`src/rtl/cache_traffic_gen_if.sv`:
```
// CPU-side port of the cache: request/address/data out of the generator,
// hit/miss/done back from the cache.
interface cache_traffic_gen_if #(
  parameter int ADDR_W = 32,
  parameter int DATA_W = 512
);
  logic              cpu_read;
  logic              cpu_write;
  logic [ADDR_W-1:0] cpu_address;
  logic [DATA_W-1:0] cpu_write_data;
  logic              cache_hit;
  logic              cache_miss;
  logic              done_signal;

  modport master (
    output cpu_read, cpu_write, cpu_address, cpu_write_data,
    input  cache_hit, cache_miss, done_signal
  );

  modport slave (
    input  cpu_read, cpu_write, cpu_address, cpu_write_data,
    output cache_hit, cache_miss, done_signal
  );
endinterface

```
`src/rtl/cache_traffic_gen.sv`:
```
// Pseudo-random cache request generator with hit/miss statistics, one access at a time.
// Optional watchdog on stuck accesses: define TRAFFIC_TIMEOUT_EN (adds timeout_count port).
module cache_traffic_gen #(
  parameter int                ADDR_W      = 32,
  parameter int                DATA_W      = 512,
  parameter int                CNT_W       = 32,
  parameter logic [ADDR_W-1:0] BASE_ADDR   = 32'h1000_0000,
  parameter logic [31:0]       SEED_A      = 32'hACE1_2468,
  parameter logic [15:0]       SEED_W      = 16'hBEEF,
  parameter int                TIMEOUT_CYC = 1024
) (
  input  logic             clk,
  input  logic             rst,
  input  logic             start,
  input  logic [CNT_W-1:0] num_accesses,
  input  logic [4:0]       region_log2,
  input  logic [8:0]       write_frac,
  output logic             busy,
  output logic             finished,
  output logic             err,
  output logic [CNT_W-1:0] hit_count,
  output logic [CNT_W-1:0] miss_count,
`ifdef TRAFFIC_TIMEOUT_EN
  output logic [CNT_W-1:0] timeout_count,
`endif
  cache_traffic_gen_if.master bus
);
  localparam int          WORDS  = DATA_W / 32;
  localparam logic [31:0] TAPS_A = 32'h8020_0003;
  localparam logic [15:0] TAPS_W = 16'hB400;

  typedef enum logic [2:0] {IDLE, SETUP, REQ, WAIT_DONE, RELEASE, FINISH} state_t;

  state_t              state;
  logic [31:0]         lfsr_a;
  logic [15:0]         lfsr_w;
  logic [CNT_W-1:0]    num_q, issued_q, hit_q, miss_q;
  logic                busy_q, fin_q, err_q, rd_q, wr_q;
  logic [ADDR_W-1:0]   addr_q;
  logic [DATA_W-1:0]   data_q;
  logic [WORDS-1:0][31:0] wpat;
  logic [31:0]         mask_a;
  logic                is_wr, resp, tmo_fire;

  function automatic logic [CNT_W-1:0] sat_inc(input logic [CNT_W-1:0] v);
    return (&v) ? v : v + CNT_W'(1);
  endfunction

  // Write data is a fixed golden-ratio pattern over the current address seed
  for (genvar i = 0; i < WORDS; i++) begin : g_word
    assign wpat[i] = lfsr_a ^ (32'(i) * 32'h9E37_79B9);
  end

  assign mask_a = (32'd1 << region_log2) - 32'd1;
  assign is_wr  = {1'b0, lfsr_w[7:0]} < write_frac;
  assign resp   = (state == REQ) ? (bus.cache_hit | bus.cache_miss | bus.done_signal)
                                 : bus.done_signal;

`ifdef TRAFFIC_TIMEOUT_EN
  logic [31:0]      wdog_q;
  logic [CNT_W-1:0] tmo_q;

  // Fires only when the access would otherwise keep waiting this cycle
  assign tmo_fire      = (state == REQ || state == WAIT_DONE) && !resp &&
                         (wdog_q == 32'(TIMEOUT_CYC - 1));
  assign timeout_count = tmo_q;

  always_ff @(posedge clk or negedge rst) begin
    if (!rst) begin
      wdog_q <= '0;
      tmo_q  <= '0;
    end else begin
      if (state == IDLE && start) tmo_q <= '0;
      else if (tmo_fire)          tmo_q <= sat_inc(tmo_q);
      if (state == REQ || state == WAIT_DONE) wdog_q <= wdog_q + 32'd1;
      else                                    wdog_q <= '0;
    end
  end
`else
  assign tmo_fire = 1'b0;
`endif

  always_ff @(posedge clk or negedge rst) begin
    if (!rst) begin
      state    <= IDLE;
      lfsr_a   <= SEED_A;
      lfsr_w   <= SEED_W;
      num_q    <= '0;
      issued_q <= '0;
      hit_q    <= '0;
      miss_q   <= '0;
      busy_q   <= 1'b0;
      fin_q    <= 1'b0;
      err_q    <= 1'b0;
      rd_q     <= 1'b0;
      wr_q     <= 1'b0;
      addr_q   <= '0;
      data_q   <= '0;
    end else begin
      case (state)
        IDLE: begin
          fin_q <= 1'b0;
          if (start) begin
            num_q    <= num_accesses;
            issued_q <= '0;
            hit_q    <= '0;
            miss_q   <= '0;
            err_q    <= 1'b0;
            lfsr_a   <= SEED_A;
            lfsr_w   <= SEED_W;
            busy_q   <= 1'b1;
            state    <= (num_accesses == '0) ? FINISH : SETUP;
          end
        end
        SETUP: begin
          addr_q <= BASE_ADDR + ADDR_W'(lfsr_a & mask_a);
          data_q <= wpat;
          wr_q   <= is_wr;
          rd_q   <= !is_wr;
          lfsr_a <= {1'b0, lfsr_a[31:1]} ^ (lfsr_a[0] ? TAPS_A : 32'd0);
          lfsr_w <= {1'b0, lfsr_w[15:1]} ^ (lfsr_w[0] ? TAPS_W : 16'd0);
          state  <= REQ;
        end
        REQ: begin
          if (bus.cache_hit || bus.cache_miss) begin
            // A simultaneous hit+miss is a protocol violation, counted as a miss
            if (bus.cache_miss) miss_q <= sat_inc(miss_q);
            else                hit_q  <= sat_inc(hit_q);
            if (bus.cache_hit && bus.cache_miss) err_q <= 1'b1;
            if (bus.done_signal) begin
              rd_q  <= 1'b0;
              wr_q  <= 1'b0;
              state <= RELEASE;
            end else begin
              state <= WAIT_DONE;
            end
          end else if (bus.done_signal || tmo_fire) begin
            err_q <= 1'b1;
            rd_q  <= 1'b0;
            wr_q  <= 1'b0;
            state <= RELEASE;
          end
        end
        WAIT_DONE: begin
          if (bus.done_signal || tmo_fire) begin
            if (tmo_fire) err_q <= 1'b1;
            rd_q  <= 1'b0;
            wr_q  <= 1'b0;
            state <= RELEASE;
          end
        end
        RELEASE: begin
          issued_q <= issued_q + CNT_W'(1);
          state    <= (issued_q + CNT_W'(1) == num_q) ? FINISH : SETUP;
        end
        FINISH: begin
          fin_q  <= 1'b1;
          busy_q <= 1'b0;
          state  <= IDLE;
        end
        default: state <= IDLE;
      endcase
    end
  end

  assign busy               = busy_q;
  assign finished           = fin_q;
  assign err                = err_q;
  assign hit_count          = hit_q;
  assign miss_count         = miss_q;
  assign bus.cpu_read       = rd_q;
  assign bus.cpu_write      = wr_q;
  assign bus.cpu_address    = addr_q;
  assign bus.cpu_write_data = data_q;
endmodule

```
`src/flat_wrapper.sv`:
```
// flat-port wrapper written by rule: the top's interface ports become plain ports
module cache_traffic_gen_flat 
#(
  parameter int                ADDR_W      = 32,
  parameter int                DATA_W      = 512,
  parameter int                CNT_W       = 32,
  parameter logic [ADDR_W-1:0] BASE_ADDR   = 32'h1000_0000,
  parameter logic [31:0]       SEED_A      = 32'hACE1_2468,
  parameter logic [15:0]       SEED_W      = 16'hBEEF,
  parameter int                TIMEOUT_CYC = 1024
)
  (clk, rst, start, num_accesses, region_log2, write_frac, busy, finished, err, hit_count, miss_count, bus_cpu_read, bus_cpu_write, bus_cpu_address, bus_cpu_write_data, bus_cache_hit, bus_cache_miss, bus_done_signal);
  cache_traffic_gen_if #(.ADDR_W(ADDR_W), .DATA_W(DATA_W)) bus_i ();
  input  logic clk;
  input  logic rst;
  input  logic start;
  input  logic [CNT_W-1:0] num_accesses;
  input  logic [4:0] region_log2;
  input  logic [8:0] write_frac;
  output logic busy;
  output logic finished;
  output logic err;
  output logic [CNT_W-1:0] hit_count;
  output logic [CNT_W-1:0] miss_count;
  output wire logic [$bits(bus_i.cpu_read)-1:0] bus_cpu_read;
  output wire logic [$bits(bus_i.cpu_write)-1:0] bus_cpu_write;
  output wire logic [$bits(bus_i.cpu_address)-1:0] bus_cpu_address;
  output wire logic [$bits(bus_i.cpu_write_data)-1:0] bus_cpu_write_data;
  input wire logic [$bits(bus_i.cache_hit)-1:0] bus_cache_hit;
  input wire logic [$bits(bus_i.cache_miss)-1:0] bus_cache_miss;
  input wire logic [$bits(bus_i.done_signal)-1:0] bus_done_signal;
  assign bus_cpu_read = bus_i.cpu_read;
  assign bus_cpu_write = bus_i.cpu_write;
  assign bus_cpu_address = bus_i.cpu_address;
  assign bus_cpu_write_data = bus_i.cpu_write_data;
  assign bus_i.cache_hit = bus_cache_hit;
  assign bus_i.cache_miss = bus_cache_miss;
  assign bus_i.done_signal = bus_done_signal;
  cache_traffic_gen #(.ADDR_W(ADDR_W), .DATA_W(DATA_W), .CNT_W(CNT_W), .BASE_ADDR(BASE_ADDR), .SEED_A(SEED_A), .SEED_W(SEED_W), .TIMEOUT_CYC(TIMEOUT_CYC)) u_core (.clk(clk), .rst(rst), .start(start), .num_accesses(num_accesses), .region_log2(region_log2), .write_frac(write_frac), .busy(busy), .finished(finished), .err(err), .hit_count(hit_count), .miss_count(miss_count), .bus(bus_i));
endmodule
```
`config.mk`:
```
export PLATFORM = sky130hd
export DESIGN_NAME = cache_traffic_gen_flat
export DESIGN_NICKNAME = d
export VERILOG_FILES = /design/src/rtl/cache_traffic_gen_if.sv /design/src/rtl/cache_traffic_gen.sv /design/src/flat_wrapper.sv
export SDC_FILE = /design/constraint.sdc
export NUM_CORES = 1
export LEC_CHECK = 0
export BUFFER_PORTS_ARGS = -buffer_cell sky130_fd_sc_hd__buf_2
export CAP_MARGIN = 25
export CORE_AREA = 5 5 259 261
export DETAILED_ROUTE_END_ITERATION = 16
export DIE_AREA = 0 0 264 266
export PLACE_DENSITY = 0.57
export SLEW_MARGIN = 20
export SYNTH_ARGS = -nofsm -noshare
export SYNTH_HDL_FRONTEND = slang
export SYNTH_SLANG_ARGS = --single-unit
```
`constraint.sdc`:
```
create_clock -name clk -period 6.3 [get_ports clk]
set_input_delay 1.26 -clock clk [delete_from_list [all_inputs] [get_ports clk]]
set_output_delay 1.26 -clock clk [all_outputs]
set_load 0.1 [all_outputs]
```
==> results.yml, run 1 <==
run_status:
  outcome: "complete, no violations"
min_path:
  min_path_cells: 2
  hold_path.class: "reg -> reg"
floorplanning:
  ioPinCount: 665
  die_w_um: 264
  rows: 93
  core_area_um2: 64200
  dieArea_um2: 70200
  initial_core_util_pct: 26.3
  fp.dieH_um: 266
logic_synthesis:
  synth-edff-count: 0
  synthSimpleGateAreaFrac_pct: 19.1
  synth_ff_type: "dfrtp_1"
  synth_cells: 1978
  synth_cell_types: 60
  async_reset_ff_share_pct: 100
  yosysSeqAreaShare_pct: 41.7
  synth_adder_area_share_pct: 0.889
  ys_ff_latch: 280
  syn_avg_cell_area_um2: 8.54
  synth_top_family_by_area: "buffers and inverters"
  synth-compound-area-share_pct: 10.1
  synth_nets: 2042
  syn-cell-area_um2: 16900
  synth_warnings: 0
  synth.area.mux_share_pct: 0.356
  synth_xor_area_share_pct: 5.08
timing:
  finalHoldViolCount: 0
  finalSetupViolCount: 0
  tns_ns: 0
  tightest_slew_ns: 0.963
  min_period_ns: 3.82
  slew-limit-headroom_pct: 35.8
  clock_skew_ns: 0.0300
  period_share_pct: 60.6
  rsz0062_at_grt: "no"
  slew_violations: 0
  max_freq_mhz: 262
cells_and_area:
  layout-drive-gt1-share_pct: 35.8
  layout_common_cells: "buf_2, nand2_1, dfrtp_1, o21ai_0, nor2_1"
  multi_input_area_um2: 6020
  num-nets-final: 2215
  seq_area_um2: 7040
  area_growth_pct: 12.1
  fillCellCount: 6837
  fin_cells: 3033
  layout_commonest_cell: "buf_2"
routing:
  dr_wl_met2_um: 28700
  wl_met3_um: 6380
  drtAntennaViolNets: 0
  wl_per_cell_um: 20.5
  top_layer: "met5"
  routed-via-count: 13600
  wl_met1_um: 25500
  drt_iter0_markers: 1029
  drc: 0
  wl_um: 62000
  viasPerCell: 4.48
  firstDrtPassIters: 5
grt:
  grt_remaining_overflow: 0
  antenna_found_initial: 7
  grt_max_degree: 132
  grt_pass1_vias: 12500
  grt_pass1_wl_um: 88700
  grt_usage_pct: 16.5
worst_setup_path:
  critPathArrivalTime_ns: 4.19
  worst-endpoint-required_ns: 6.67
  r2r_cells: 9
  cp-end-kind: "flop"
  path_max_fanout: 21
  startpoint_type: "input pin"
  crit_type: "in -> reg"
clock_network:
  cts_max_path_buffers: 3
  ctsHoldBuffers: 0
  cts_root_buffer: "clkbuf_16"
  clock_latency_ns: 0.55
  htreeDepth: 2
  cts_tree: "yes"
  cts.sinks: 280
  clkSlewWorstSetupHoldPaths_ns: 0.06
  numCtsBuffers: 35
  cts_resized: 0
  post-cts-setup-buffers: 0
place:
  dp_hpwl_um: 46900
  dp_cells: 2969
  place.gp.congestion: 0.854
  io_buffers: 664
job:
  maxCapViolCount: 0
layer usage:
metal | vias up | track usage [%]
met1 | 6513 | 21.3
li1 | 6477 | -
met4 | 12 | 4.08
met2 | 527 | 26.4
met3 | 67 | 6.19
met5 | - | 0
kinds of logic after synthesis:
logic type,Yosys count
xor+xnor,98
simple gates,723
fa+ha+maj,12
flops,280
buf+inv,574
compound gates,285
mux,6
registers in the layout, summed over array words and instances, names as in the netlist, 3 cells and up:
register / count
u_core.bus.cpu_write_data: 64
u_core.bus.cpu_address: 32
u_core.hit_count: 32
u_core.issued_q: 32
u_core.lfsr_a: 32
u_core.miss_count: 32
u_core.num_q: 32
u_core.lfsr_w: 16
u_core.state: 3
synth_stat cells (all sizes together) (4+ instances only):
cell type	count	share of area (%)
or3	17	0.63
nor4	25	0.96
a22oi	5	0.22
o22ai	5	0.19
nor2	110	2.4
dfrtp	254	38
xnor2	69	3.6
inv	32	0.71
o21ai	150	4.4
o41ai	6	0.31
a31oi	8	0.30
mux2i	6	0.36
nor2b	5	0.19
and3	9	0.33
nand2b	4	0.15
nand4	27	1.1
ha	12	0.89
a21o	7	0.31
nand3	57	1.7
o21a	5	0.22
and2	10	0.37
and4	8	0.41
buf	456	20
nand2	385	8.6
xor2	29	1.5
o31ai	14	0.62
or4	4	0.20
nor3	47	1.4
dfstp	26	4.0
clkbuf	86	1.9
a21oi	42	1.2
o22a	17	0.88
layout make-up:
type,count,area share [%]
Antenna cell,1,0.0132
Multi-Input combinational cell,1124,31.8
Tap cell,855,5.65
Clock inverter,14,0.899
Clock buffer,49,5.54
Inverter,32,0.634
Timing Repair Buffer,678,18.3
Sequential cell,280,37.2
path summary, 6_finish.rpt:
| path | start | endpoint | slack [ns] |
|---|---|---|---|
| max in group asynchronous | rst | u_core.bus.cpu_write_data[501] | 4.30 |
| min reg2reg | u_core.lfsr_w[10] | u_core.lfsr_w[9] | 0.45 |
| min in group asynchronous | rst | u_core.num_q[1] | 0.74 |
| min | u_core.lfsr_w[10] | u_core.lfsr_w[9] | 0.45 |
| max reg2reg | u_core.issued_q[0] | u_core.state[2] | 3.05 |
| max | region_log2[3] | u_core.bus.cpu_address[30] | 2.48 |
through the flow:
stage          setup slack, ns  hold WS (ns)  util (%)  instance area (µm²)
6_report                  2.48         0.454      29.5                18900
5_1_grt                   2.24         0.471      29.5                18900
4_1_cts                   2.58         0.455      29.5                18900
3_5_place_dp              2.00         0.453      27.6                17700
3_3_place_gp              1.98         0.444      27.5                17700
2_1_floorplan             2.86         0.435         -                16900
worst max-delay path, cell delays in order:
cell and delay, ns:
buf_2 0.22, or2_2 0.40, nor3_1 0.31, nand2b_1 0.13, ha_1 0.44, inv_1 0.27, nand2_1 0.09, nor2_1 0.19
a22oi_1 0.12, o21ai_0 0.16, and2_1 0.21, ha_1 0.17, xor2_1 0.13, o21ai_0 0.09
Power of run 1 is left out: the tool's default activity adds up to more than one toggle a clock period on the data nets, which glitch-free logic cannot reach.
==> run 2: changes to the inputs <==
==> constraint.sdc (replaced) <==
create_clock -name clk -period 3.8 [get_ports clk]
set_input_delay 0.76 -clock clk [delete_from_list [all_inputs] [get_ports clk]]
set_output_delay 0.76 -clock clk [all_outputs]
set_load 0.1 [all_outputs]
==> results.yml, run 2 (synthesis results as in run 1) <==
clock_network:
  cts_tree: "yes"
  ctsHoldBuffers: 0
  cts_max_path_buffers: 3
  cts_root_buffer: "clkbuf_16"
  clkSlewWorstSetupHoldPaths_ns: 0.06
  cts_resized: 0
  post-cts-setup-buffers: 0
  cts.sinks: 280
  htreeDepth: 2
  numCtsBuffers: 35
  clock_latency_ns: 0.55
cells_and_area:
  layout_common_cells: "buf_2, nand2_1, dfrtp_1, o21ai_0, nor2_1"
  largest_reg_flops: 64
  layout-drive-gt1-share_pct: 36.0
  layout_commonest_cell: "buf_2"
  num-nets-final: 2229
  fillCellCount: 6884
  finalInstanceArea_um2: 19000
  area_growth_pct: 12.7
place:
  io_buffers: 664
  place.gp.congestion: 0.832
  post_dp_cell_area_um2: 17800
  dp_hpwl_um: 47300
worst_setup_path:
  crit_type: "reg -> reg"
  path_max_fanout: 10
  cp_slowest_stage_delay_ns: 0.61
  worst-endpoint-required_ns: 4.26
  cp-end-kind: "flop"
  path_depth: 7
  critPathTopFamily: "simple AND/OR/NAND/NOR gates"
  slowest_stage: "or4_4"
  critPathArrivalTime_ns: 3.48
  startpoint_type: "flop"
  cp.buffers_inverters: 0
  r2r_cells: 7
  worstPathCellList: "nand4_1, or4_4, a2111oi_0, a21oi_1, o21a_1, or4_1, o31ai_1"
floorplanning:
  die_w_um: 264
  ioPinCount: 665
  rows: 93
  fp.dieH_um: 266
  core_area_um2: 64200
  initial_core_util_pct: 26.3
  dieArea_um2: 70200
routing:
  routed-via-count: 13700
  firstDrtPassIters: 5
  wl_um: 62200
  drt_iter0_markers: 890
  drtAntennaViolNets: 0
  viasPerCell: 4.51
  drc: 0
  wl_per_cell_um: 20.4
timing:
  rsz0062_at_grt: "no"
  clock_skew_ns: 0.0293
  finalHoldViolCount: 0
  finalSetupViolCount: 0
  slew-limit-headroom_pct: 34.8
  tightest_slew_ns: 0.975
  period_share_pct: 79.7
  min_period_ns: 3.03
  slew_violations: 0
  tns_ns: 0
  max_freq_mhz: 330
run_status:
  outcome: "complete, no violations"
grt:
  grt_pass1_vias: 12800
  grt_usage_pct: 16.6
  grt_remaining_overflow: 0
  antenna_found_initial: 5
  grt_pass1_wl_um: 89000
  grt_max_degree: 167
job:
  maxCapViolCount: 0
min_path:
  hold_path.class: "in -> async"
==> run 2: cell count changes in the layout (fill, tap and decap cells not counted) <==
cell / delta
inv_8: -1
buf_8: -1
clkinv_2: -3
bufinv_16: -1
clkinvlp_4: +3
clkbuf_1: +3
buf_12: +3
nand2_2: -1
clkbuf_8: -1
nand2_1: +1
buf_4: +12
==> run 2: metal layers <==
layer / wire [µm] / GRT usage (%) / up-vias
li1: - / - / 6514
met1: 25600 / 21.2 / 6634
met2: 28600 / 26.5 / 509
met3: 6410 / 6.67 / 71
met4: 1580 / 4.20 / 8
met5: 52 / 0 / -
==> run 2: final timing paths <==
| kind | start | slack [ns] | to |
|---|---|---|---|
| max in group asynchronous | rst | 2.68 | u_core.miss_count[15] |
| setup reg to reg | u_core.issued_q[4] | 0.77 | u_core.state[2] |
| hold / removal | rst | 0.17 | u_core.num_q[17] |
| setup / recovery | u_core.issued_q[4] | 0.77 | u_core.state[2] |
| hold reg to reg | u_core.lfsr_w[10] | 0.45 | u_core.lfsr_w[9] |
| min in group clk | num_accesses[7] | 0.42 | u_core.num_q[7] |
==> run 2: metrics by stage <==
step / util (%) / worst slack [ns] / hold slack (ns) / std cells
2_1_floorplan: - / 0.537 / 0.435 / 1978
3_3_place_gp: 27.8 / 0.444 / 0.447 / 2983
3_5_place_dp: 27.8 / 0.376 / 0.451 / 2983
4_1_cts: 29.6 / 0.771 / 0.173 / 3046
5_1_grt: 29.6 / 0.511 / 0.198 / 3046
6_report: 29.6 / 0.772 / 0.173 / 3047
==> run 2: area by class of cell <==
class | instances | area (µm²) | share of cell area [%]
inverter | 32 | 120 | 0.631
tap | 855 | 1070 | 5.62
multi-input combinational | 1124 | 6020 | 31.6
sequential | 280 | 7040 | 37.0
timing repair buffer | 692 | 3590 | 18.9
antenna | 1 | 2.50 | 0.0132
clock inverter | 12 | 136 | 0.717
clock buffer | 51 | 1050 | 5.50
==> run 2: worst register-to-register path, cell delays in order, from the launching register on <==
cell       delay (ns)
dfrtp_1          0.50
nand4_1          0.34
or4_4            0.61
a2111oi_0        0.45
a21oi_1          0.12
o21a_1           0.19
or4_1            0.49
o31ai_1          0.24
Power of run 2 is left out for the same reason.
==> run 3: changes to the inputs <==
==> constraint.sdc (replaced) <==
create_clock -name clk -period 3.1 [get_ports clk]
set_input_delay 0.62 -clock clk [delete_from_list [all_inputs] [get_ports clk]]
set_output_delay 0.62 -clock clk [all_outputs]
set_load 0.1 [all_outputs]
==> results.yml, run 3 (synthesis results as in run 1) <==
routing:
  routed-via-count: 13800
  drt_iter0_markers: 900
  viasPerCell: 4.48
  drtAntennaViolNets: 0
  wl_per_cell_um: 20.6
  wl_um: 63400
  drc: 0
  firstDrtPassIters: 6
grt:
  grt_usage_pct: 16.8
  grt_remaining_overflow: 0
  grt_max_degree: 92
  grt_util_met3_pct: 6.11
  use_met1_pct: 21.2
  grt_pass1_vias: 13000
  use_met2_pct: 27.5
  grt-busiest-layer: "met2"
  antenna_found_initial: 4
  grt_pass1_wl_um: 90100
clock_network:
  clkSlewWorstSetupHoldPaths_ns: 0.06
  cts_root_buffer: "clkbuf_16"
  cts_resized: 0
  clock_latency_ns: 0.55
  cts_tree: "yes"
  ctsHoldBuffers: 0
  cts.sinks: 280
  post-cts-setup-buffers: 0
  htreeDepth: 2
  numCtsBuffers: 36
  cts_max_path_buffers: 3
floorplanning:
  rows: 93
  initial_core_util_pct: 26.3
  fp.dieH_um: 266
  die_w_um: 264
  dieArea_um2: 70200
  ioPinCount: 665
  core_area_um2: 64200
timing:
  worst_hold_slack_ns: 0.0271
  min_period_ns: 2.87
  clock_skew_ns: 0.0304
  slew-limit-headroom_pct: 48.5
  rsz0062_at_grt: "no"
  tightest_slew_ns: 0.772
  period_share_pct: 92.6
  finalHoldViolCount: 0
  finalSetupViolCount: 0
  max_freq_mhz: 349
  slew_violations: 0
  tns_ns: 0
worst_setup_path:
  startpoint: "u_core.issued_q[9]"
  crit_type: "reg -> reg"
  regToRegSetupSlack_ns: 0.23
  timing.rr.end: "u_core.state[2]"
  startpoint_type: "flop"
  path_max_fanout: 10
  reg2reg_from: "u_core.issued_q[9]"
  r2r_cells: 7
  cp-end-kind: "flop"
  worst-endpoint-required_ns: 3.56
  critPathArrivalTime_ns: 3.33
  cp-endpoint: "u_core.state[2]"
cells_and_area:
  largest_reg_flops: 64
  layout_common_cells: "buf_2, nand2_1, dfrtp_1, o21ai_0, nor2_1"
  layout-drive-gt1-share_pct: 36.8
  area_growth_pct: 14.0
  num-nets-final: 2256
  layout_commonest_cell: "buf_2"
place:
  io_buffers: 664
  place.gp.congestion: 0.854
  dp_hpwl_um: 48900
job:
  maxCapViolCount: 0
min_path:
  hold_path.class: "in -> async"
run_status:
  outcome: "complete, no violations"
## run 3: how the worst min path moves through the flow
stage / start / to / depth (start not counted)
floorplan: rst / u_core.bus.cpu_address[0] / 0
global placement: u_core.lfsr_w[12] / u_core.lfsr_w[11] / 2
detailed placement: u_core.lfsr_w[10] / u_core.lfsr_w[9] / 2
CTS: rst / u_core.num_q[4] / 1
global route: rst / u_core.num_q[4] / 1
finish: rst / u_core.num_q[4] / 1
## run 3: final cells by class
cell class,count,area (µm²)
Multi-Input combinational cell,1124,6020
Sequential cell,280,7050
Antenna cell,2,5.00
Tap cell,855,1070
Fill cell,6853,45000
Clock inverter,14,188
Inverter,32,120
Clock buffer,50,983
Timing Repair Buffer,718,3830
## run 3: worst max-delay path, cell delays in order (launching register included)
cell and delay [ns]:
dfrtp_1 0.50, nand4_4 0.20, or4_4 0.64, a2111oi_0 0.43
a21oi_1 0.13, o21a_1 0.20, or4_1 0.46, o31ai_1 0.23
## run 3: through the flow
stage          instances  instance area, µm²  utilization [%]  setup slack (ns)
4_1_cts             3073               19300             30.0             0.296
2_1_floorplan       1978               16900                -            0.0157
5_1_grt             3073               19300             30.0            0.0494
3_5_place_dp        3009               18100             28.2             0.165
6_report            3075               19300             30.0             0.231
3_3_place_gp        3009               18100             28.2             0.170
## run 3: routing by layer
layer | wire length (µm) | vias to the layer above | part of all wire, %
met5 | 7 | - | 0.011
met4 | 1600 | 2 | 2.5
met3 | 6290 | 60 | 9.9
met2 | 29300 | 503 | 46
met1 | 26200 | 6639 | 41
li1 | - | 6577 | -
Power of run 3 is left out for the same reason.
